File: config.mk
export PLATFORM = sky130hd
export DESIGN_NAME = cell_painter
export DESIGN_NICKNAME = d
export VERILOG_FILES = /design/src/rtl/cell_painter.sv
export SDC_FILE = /design/constraint.sdc
export NUM_CORES = 1
export LEC_CHECK = 0
export BUFFER_PORTS_ARGS = -buffer_cell sky130_fd_sc_hd__buf_2
export CORE_MARGIN = 2
export CORE_UTILIZATION = 45
export CTS_BUF_LIST = sky130_fd_sc_hd__clkbuf_2
export CTS_CLUSTER_DIAMETER = 50
export DETAILED_ROUTE_END_ITERATION = 16
export GPL_TIMING_DRIVEN = 0
export PLACE_DENSITY = 0.66
export SLEW_MARGIN = 20
export SYNTH_ARGS = -nofsm -noshare
export SYNTH_HDL_FRONTEND = slang
export SYNTH_SLANG_ARGS = --single-unit
File: constraint.sdc
create_clock -name CLOCK_50 -period 2.75 [get_ports CLOCK_50]
set_input_delay 0.1375 -clock CLOCK_50 [delete_from_list [all_inputs] [get_ports CLOCK_50]]
set_output_delay 0.1375 -clock CLOCK_50 [all_outputs]
set_load 0.05 [all_outputs]
File: src/rtl/cell_painter.sv
// cell_painter: turns queued cell paint requests into per-pixel writes
// for vga_adapter, one cell rasterised at a time from a 4-deep FIFO.
module cell_painter #(
    parameter int CELL_SIZE = 8,
    parameter int X_ORIGIN  = 16,
    parameter int Y_ORIGIN  = 8,
    parameter int GRID_DIM  = 14
) (
    input  logic       CLOCK_50,
    input  logic       reset,
    input  logic       req_valid,
    output logic       req_ready,
    input  logic [3:0] req_col,
    input  logic [3:0] req_row,
    input  logic [2:0] req_colour,
    output logic [7:0] x,
    output logic [6:0] y,
    output logic [2:0] colour,
    output logic       plot,
    output logic       busy,
    output logic       done,
    output logic       req_error
);

    typedef enum logic [1:0] {IDLE, LOAD, DRAW, FINISH} state_t;

    localparam logic [2:0] LAST = 3'(CELL_SIZE - 1);

    state_t      state_q, state_d;
    logic [10:0] mem_q [4];
    logic [1:0]  wr_ptr_q, wr_ptr_d;
    logic [1:0]  rd_ptr_q, rd_ptr_d;
    logic [2:0]  count_q, count_d;
    logic [10:0] ent_q, ent_d;
    logic [7:0]  base_x_q, base_x_d;
    logic [6:0]  base_y_q, base_y_d;
    logic [2:0]  lat_colour_q, lat_colour_d;
    logic [2:0]  dx_q, dx_d;
    logic [2:0]  dy_q, dy_d;
    logic [7:0]  x_q, x_d;
    logic [6:0]  y_q, y_d;
    logic [2:0]  colour_q, colour_d;
    logic        plot_q, plot_d;
    logic        done_q, done_d;
    logic        err_q, err_d;

    logic hs, in_range, push, pop;

    assign req_ready = (count_q != 3'd4);
    assign busy      = (state_q != IDLE) || (count_q != 3'd0);
    assign hs        = req_valid && req_ready;
    assign in_range  = ({1'b0, req_col} < 5'(GRID_DIM))
                    && ({1'b0, req_row} < 5'(GRID_DIM));
    assign push      = hs && in_range;
    assign pop       = (state_q == IDLE) && (count_q != 3'd0);

    assign x         = x_q;
    assign y         = y_q;
    assign colour    = colour_q;
    assign plot      = plot_q;
    assign done      = done_q;
    assign req_error = err_q;

    always_ff @(posedge CLOCK_50) begin
        if (reset) state_q <= IDLE;
        else       state_q <= state_d;
    end

    always_comb begin
        state_d = state_q;
        case (state_q)
            IDLE:    if (count_q != 3'd0) state_d = LOAD;
            LOAD:    state_d = DRAW;
            DRAW:    if (dx_q == LAST && dy_q == LAST) state_d = FINISH;
            FINISH:  state_d = IDLE;
            default: state_d = IDLE;
        endcase
    end

    always_comb begin
        wr_ptr_d     = wr_ptr_q + 2'(push);
        rd_ptr_d     = rd_ptr_q + 2'(pop);
        count_d      = count_q;
        if (push && !pop)      count_d = count_q + 3'd1;
        else if (!push && pop) count_d = count_q - 3'd1;
        ent_d        = ent_q;
        base_x_d     = base_x_q;
        base_y_d     = base_y_q;
        lat_colour_d = lat_colour_q;
        dx_d         = dx_q;
        dy_d         = dy_q;
        x_d          = x_q;
        y_d          = y_q;
        colour_d     = colour_q;
        plot_d       = 1'b0;
        done_d       = 1'b0;
        err_d        = hs && !in_range;
        case (state_q)
            IDLE: begin
                if (pop) ent_d = mem_q[rd_ptr_q];
            end
            LOAD: begin
                // 9-bit sums, truncated to the vga_adapter coordinate widths
                base_x_d = 8'(9'(X_ORIGIN)
                         + 9'(ent_q[10:7]) * 9'(CELL_SIZE));
                base_y_d = 7'(9'(Y_ORIGIN)
                         + 9'(ent_q[6:3]) * 9'(CELL_SIZE));
                lat_colour_d = ent_q[2:0];
                dx_d = 3'd0;
                dy_d = 3'd0;
            end
            DRAW: begin
                x_d      = base_x_q + 8'(dx_q);
                y_d      = base_y_q + 7'(dy_q);
                colour_d = lat_colour_q;
                plot_d   = 1'b1;
                if (dx_q == LAST) begin
                    dx_d = 3'd0;
                    dy_d = dy_q + 3'd1;
                end else begin
                    dx_d = dx_q + 3'd1;
                end
            end
            FINISH: done_d = 1'b1;
            default: ;
        endcase
    end

    always_ff @(posedge CLOCK_50) begin
        if (push) mem_q[wr_ptr_q] <= {req_col, req_row, req_colour};
    end

    always_ff @(posedge CLOCK_50) begin
        if (reset) begin
            wr_ptr_q     <= '0;
            rd_ptr_q     <= '0;
            count_q      <= '0;
            ent_q        <= '0;
            base_x_q     <= '0;
            base_y_q     <= '0;
            lat_colour_q <= '0;
            dx_q         <= '0;
            dy_q         <= '0;
            x_q          <= '0;
            y_q          <= '0;
            colour_q     <= '0;
            plot_q       <= 1'b0;
            done_q       <= 1'b0;
            err_q        <= 1'b0;
        end else begin
            wr_ptr_q     <= wr_ptr_d;
            rd_ptr_q     <= rd_ptr_d;
            count_q      <= count_d;
            ent_q        <= ent_d;
            base_x_q     <= base_x_d;
            base_y_q     <= base_y_d;
            lat_colour_q <= lat_colour_d;
            dx_q         <= dx_d;
            dy_q         <= dy_d;
            x_q          <= x_d;
            y_q          <= y_d;
            colour_q     <= colour_d;
            plot_q       <= plot_d;
            done_q       <= done_d;
            err_q        <= err_d;
        end
    end

endmodule

Word-level counts from Yosys, hierarchy flattened
Memories as Yosys holds them, arrays and structs flattened. A register that Yosys moved wholly into a read port is not among the register bits.
Index checks and enable logic that the tools add are counted.
Widths: inputs -> output; s select.
Operators by class
  $add $sub $neg: 10
  $lt $le $gt $ge: 2
  eq/ne operators: 9
  muxes and demuxes: 13
  reduce and logical (&&, ||, !) cells: 20
Operators with widths (number)
  $mux 3: 4
  $pmux 3 s2: 2
  $add 3x1->3 const B: 3
  $add 5x7->8 const A: 1
  $add 8x3->8: 1
  $logic_and 1x1->1: 8
  $lt 4x4->1 const B: 2
  $pmux 2 s4: 1
  $add 4x7->7 const A: 1
  $add 7x3->7: 1
  $eq 3x3->1 const B: 2
  $reduce_and 2->1: 3
  $reduce_bool 2->1: 3
  $add 2x1->2: 2
  $eq 2x2->1 const B: 2
  $mux 1: 4
  $mux 2: 2
  $ne 2x2->1 const B: 2
  $logic_not 1->1: 3
  $ne 3x3->1 const B: 1
  $reduce_bool 3->1: 1
  $sub 3x1->3 const B: 1
  $eq 2x1->1 const B: 1
  $logic_not 2->1: 1
  2 further kinds: 2
Storage, ports and cells
  flip-flop bits (word level): 54
  memory bits (writable): 44
  input port bits: 14
  output and inout port bits: 23
  logic and storage cells: 70
  memories kept: 1
Memory list
  mem_q: depth 4, width 11, rd ports 1, clocked after Yosys merged registers in 1, write ports 1, RTL line 30  | logic [10:0] mem_q [4];

Longest topological paths before layout
  depth after elaboration: 7
  depth in mapped cells: 10
  gate-level depth less buffers: 10

Least setup slack after synthesis
No wires, ideal clock.
  path kind: register to register
  start point: register count_q[0]
  end point: memory mem_q[0][0], enable pin
  data arrival time: 2.182 ns
  data required time: 2.342 ns
  path slack: 0.160 ns
  cell stages (with the launch flop): 4
  buffers on the path: 0
  path through: dfxtp_1 -> or3b_1 -> nand2_1 -> nor4_1
Between the ends
  word-level cells in the longest chain between the ends: 5
RTL lines
  start, declared: RTL line 33  | logic [2:0] count_q, count_d;
  start signal, assigned: RTL line 153  | count_q <= count_d;
  $ne 3x3->1: RTL line 49  | assign req_ready = (count_q != 3'd4);
  net req_ready: RTL line 12  | output logic req_ready,
  $logic_and 1x1->1: RTL line 51  | assign hs = req_valid && req_ready;
  $logic_and 1x1->1: RTL line 54  | assign push = hs && in_range;
  $mux 1: RTL line 130  | if (push) mem_q[wr_ptr_q] <= {req_col, req_row, req_colour};
  $mux 1 (implied by the code): RTL line 130
  end, declared: RTL line 30
The timed path passes the listed nets, and every way through them passes these cells.

Worst setup path in the final report
  start point: register count_q[0]
  end point: register count_q[2]
Between the ends
  word-level cells in the longest chain between the ends: 6
RTL lines
  parallel branches: the longest is 6 deep, another holds $sub 3x1->3
Several ways; the timed one is not identified. The select of a mux whose other input is x is not followed.
A chain may end at the register's enable or synchronous reset.

==> flow_metrics.tcl <==
set metrics [dict create \
    start_util_pct 45.92 \
    die_y_um 97.65 \
    hpwl_um 5011 \
    rsz0062_at_grt "no" \
    postCtsSetupBuffers 0 \
    nNetsFinal 377 \
    place_congestion 0.7867 \
    cp_slowest_cell "dfxtp_1" \
    nFillCells 763 \
    fin_area_um2 4558 \
    grt_max_degree 18 \
    cpPeakStageDelay_ns 0.50 \
    die_w_um 97.65 \
    ioPinCount 37 \
    post-route-drc-count 0 \
    min_period_ns 2.314 \
    syn_inst 284 \
    cts_root_buf "clkbuf_2" \
    first_global_vias 2341 \
    slew_headroom_pct 47.03 \
    reg2reg_slack_ns 0.44 \
    syn-cell-area_um2 3946 \
    syn-num-nets 313 \
    cp.arrival_ns 2.79 \
    via_count 2371 \
    status "completed" \
    cts_tree "built" \
    hold_buffers 13 \
    ant_nets 0 \
    htreeDepth 3 \
    ys_seq_area_share_pct 63.41 \
    timing.final.crit_share_pct 84.15 \
    worst_slack_ns 0.4359 \
    hold_depth 2 \
    place_ws_ns 0.4790 \
    drt-initial-drc-count 50 \
    setup_viol 0 \
    end_kind "flop" \
    ys_ff_latch 103 \
    hold_path_class "input port to flop" \
    worst_pin_slew_ns 0.7880 \
    clkTransAtPathRegs_ns 0.25 \
    cp-endpoint "count_q[2]$_SDFFE_PP0P_" \
    tns_ns 0 \
    start_kind "flop" \
    cts_inserted_buffers 9 \
    grt_pass1_wl_um 11830 \
    placed_area_um2 4312 \
    rows 34 \
    synthToLayoutAreaGrowth_pct 15.50 \
    post_drt_via_cell_ratio 5.143 \
    die_area_um2 9535 \
    cap_violations 0 \
    startpoint "count_q[0]$_SDFFE_PP0P_" \
    power_mw 3.979 \
    num_antenna_cells 0 \
    wl_per_cell_um 15.23 \
    r2r_start "count_q[0]$_SDFFE_PP0P_" \
    critical_path_required_ns 3.23 \
    port_buffers 36 \
    power_density_nw_per_um2 873.0 \
    layout_common_cells "dfxtp_1, buf_2, edfxtp_1" \
    r2r-end "count_q[2]$_SDFFE_PP0P_" \
    grt_usage_pct 15.69 \
    firstDrtPassIters 4 \
    drive_above_1_share_pct 23.51 \
    overflow 0 \
    clock_path_buffers 2 \
    synth_cell_types 35 \
    wl_um 7020 \
    max_freq_ghz 0.4321 \
    fin_util_pct 53.04 \
    worstPathCellList "or3b_1, nand2_1, nor2_1, ha_1, inv_1, fa_1, xor2_1, or3_1, a21oi_1" \
    path_max_fanout 6 \
    final_hold_viol_count 0 \
    clock_latency_ns 0.54 \
    syn_area_per_cell_um2 13.90 \
    skew_ns 0.02365 \
    yosys_warnings 0 \
    antenna_found_initial 0 \
    ir_worst_vdd_uv 395.8 \
    final_common_cell "dfxtp_1" \
    p_leak_nw 1.749 \
    critPathKind "flop to flop" \
    postCtsResizedCells 0 \
    clkSinkCount 103 \
    drv_slew 0 \
    fp.coreArea_um2 8593 \
    rr_worst_depth 9 \
]
## sequential cells by signal, indices dropped and copies added, names as in the netlist
register	flops
mem_q	44
ent_q	11
x	8
y	7
base_x_q	5
base_y_q	4
colour	3
count_q	3
dx_q	3
dy_q	3
lat_colour_q	3
rd_ptr_q	2
state_q	2
wr_ptr_q	2
done	1
plot	1
req_error	1
## kinds of logic after synthesis
logic type | synth area share [%]
flops | 63.41
simple gates | 8.497
mux | 13.16
compound gates | 5.802
buf+inv | 2.410
fa+ha+maj | 4.946
xor+xnor | 1.775
## per-layer routing
| layer | global-route usage (%) | vias up | part of all wire (%) |
|---|---|---|---|
| met5 | 0 | - | 0 |
| met4 | 4.167 | 0 | 0.83 |
| met3 | 4.101 | 7 | 3.7 |
| met2 | 27.00 | 47 | 51 |
| met1 | 19.69 | 1152 | 45 |
| li1 | - | 1165 | - |
## worst min path at each step
stage                        startpoint                     to
after floorplan           req_colour[0]  mem_q[0][0]$_DFFE_PP_
after global placement    req_colour[2]  mem_q[2][2]$_DFFE_PP_
after detailed placement  req_colour[2]  mem_q[1][2]$_DFFE_PP_
after CTS                 req_colour[2]  mem_q[1][2]$_DFFE_PP_
after global routing      req_colour[0]  mem_q[0][0]$_DFFE_PP_
final                     req_colour[2]  mem_q[3][2]$_DFFE_PP_
## worst max-delay path: cells and delay by family, from the launching register on
kind / cells / cell delay (ns)
simple gates: 4 / 0.85
fa+ha+maj: 2 / 0.58
flops: 1 / 0.50
xor+xnor: 1 / 0.16
compound gates: 1 / 0.13
buf+inv: 1 / 0.06
## per-stage QoR
step / instances / hold slack [ns]
floorplan: 284 / 0.2364
global placement: 428 / 0.3490
detailed placement: 432 / 0.3525
CTS: 461 / 0.2623
global route: 461 / 0.2618
finish: 461 / 0.3339
## where the power goes
part           internal (mW)  total (mW)  leakage, nW  switching [mW]
sequential              1.82        1.98        0.881           0.160
combinational          0.600        1.29        0.801           0.687
clock                  0.217       0.708       0.0666           0.491
total                   2.64        3.98         1.75            1.34
## final cells by class
cell class / count / area [µm²] / share of cell area [%]
clock inverter: 6 / 66.31 / 1.455
inverter: 6 / 22.52 / 0.4941
buffer: 14 / 72.57 / 1.592
sequential: 103 / 2502 / 54.90
clock buffer: 10 / 50.05 / 1.098
tap: 108 / 135.1 / 2.965
multi-input combinational: 161 / 1374 / 30.14
timing repair buffer: 53 / 335.3 / 7.357
## synthesized netlist by cell type
| master | instances | share of area, % |
|---|---|---|
| a21boi_4 | 1 | 0.48 |
| nand3b_1 | 1 | 0.19 |
| buf_4 | 1 | 0.19 |
| buf_2 | 7 | 0.89 |
| o21ai_0 | 2 | 0.25 |
| or3b_1 | 1 | 0.22 |
| o31a_1 | 1 | 0.22 |
| mux4_2 | 11 | 6.3 |
| dfxtp_1 | 59 | 30 |
| nand2_1 | 3 | 0.29 |
| mux2i_1 | 26 | 6.6 |
| buf_6 | 1 | 0.29 |
| inv_2 | 1 | 0.095 |
| nand2b_1 | 6 | 0.95 |
| edfxtp_1 | 44 | 33 |
| inv_1 | 5 | 0.48 |
| nor2b_1 | 5 | 0.79 |
| clkbuf_1 | 5 | 0.48 |
| a22oi_1 | 2 | 0.38 |
| a22o_1 | 11 | 2.4 |
| xor2_1 | 4 | 0.89 |
| nor3b_1 | 1 | 0.19 |
| or3_1 | 1 | 0.16 |
| a21oi_1 | 7 | 0.89 |
| mux2_2 | 1 | 0.29 |
| nor2_1 | 40 | 3.8 |
| or4b_4 | 1 | 0.35 |
| o21a_1 | 1 | 0.19 |
| fa_1 | 1 | 0.51 |
| nor4_1 | 4 | 0.63 |
| nand4_1 | 1 | 0.16 |
| nand3_1 | 6 | 0.76 |
| xnor2_1 | 4 | 0.89 |
| ha_1 | 14 | 4.4 |
| a211oi_1 | 5 | 0.95 |
No activity file was read; power rests on OpenSTA's default activity.
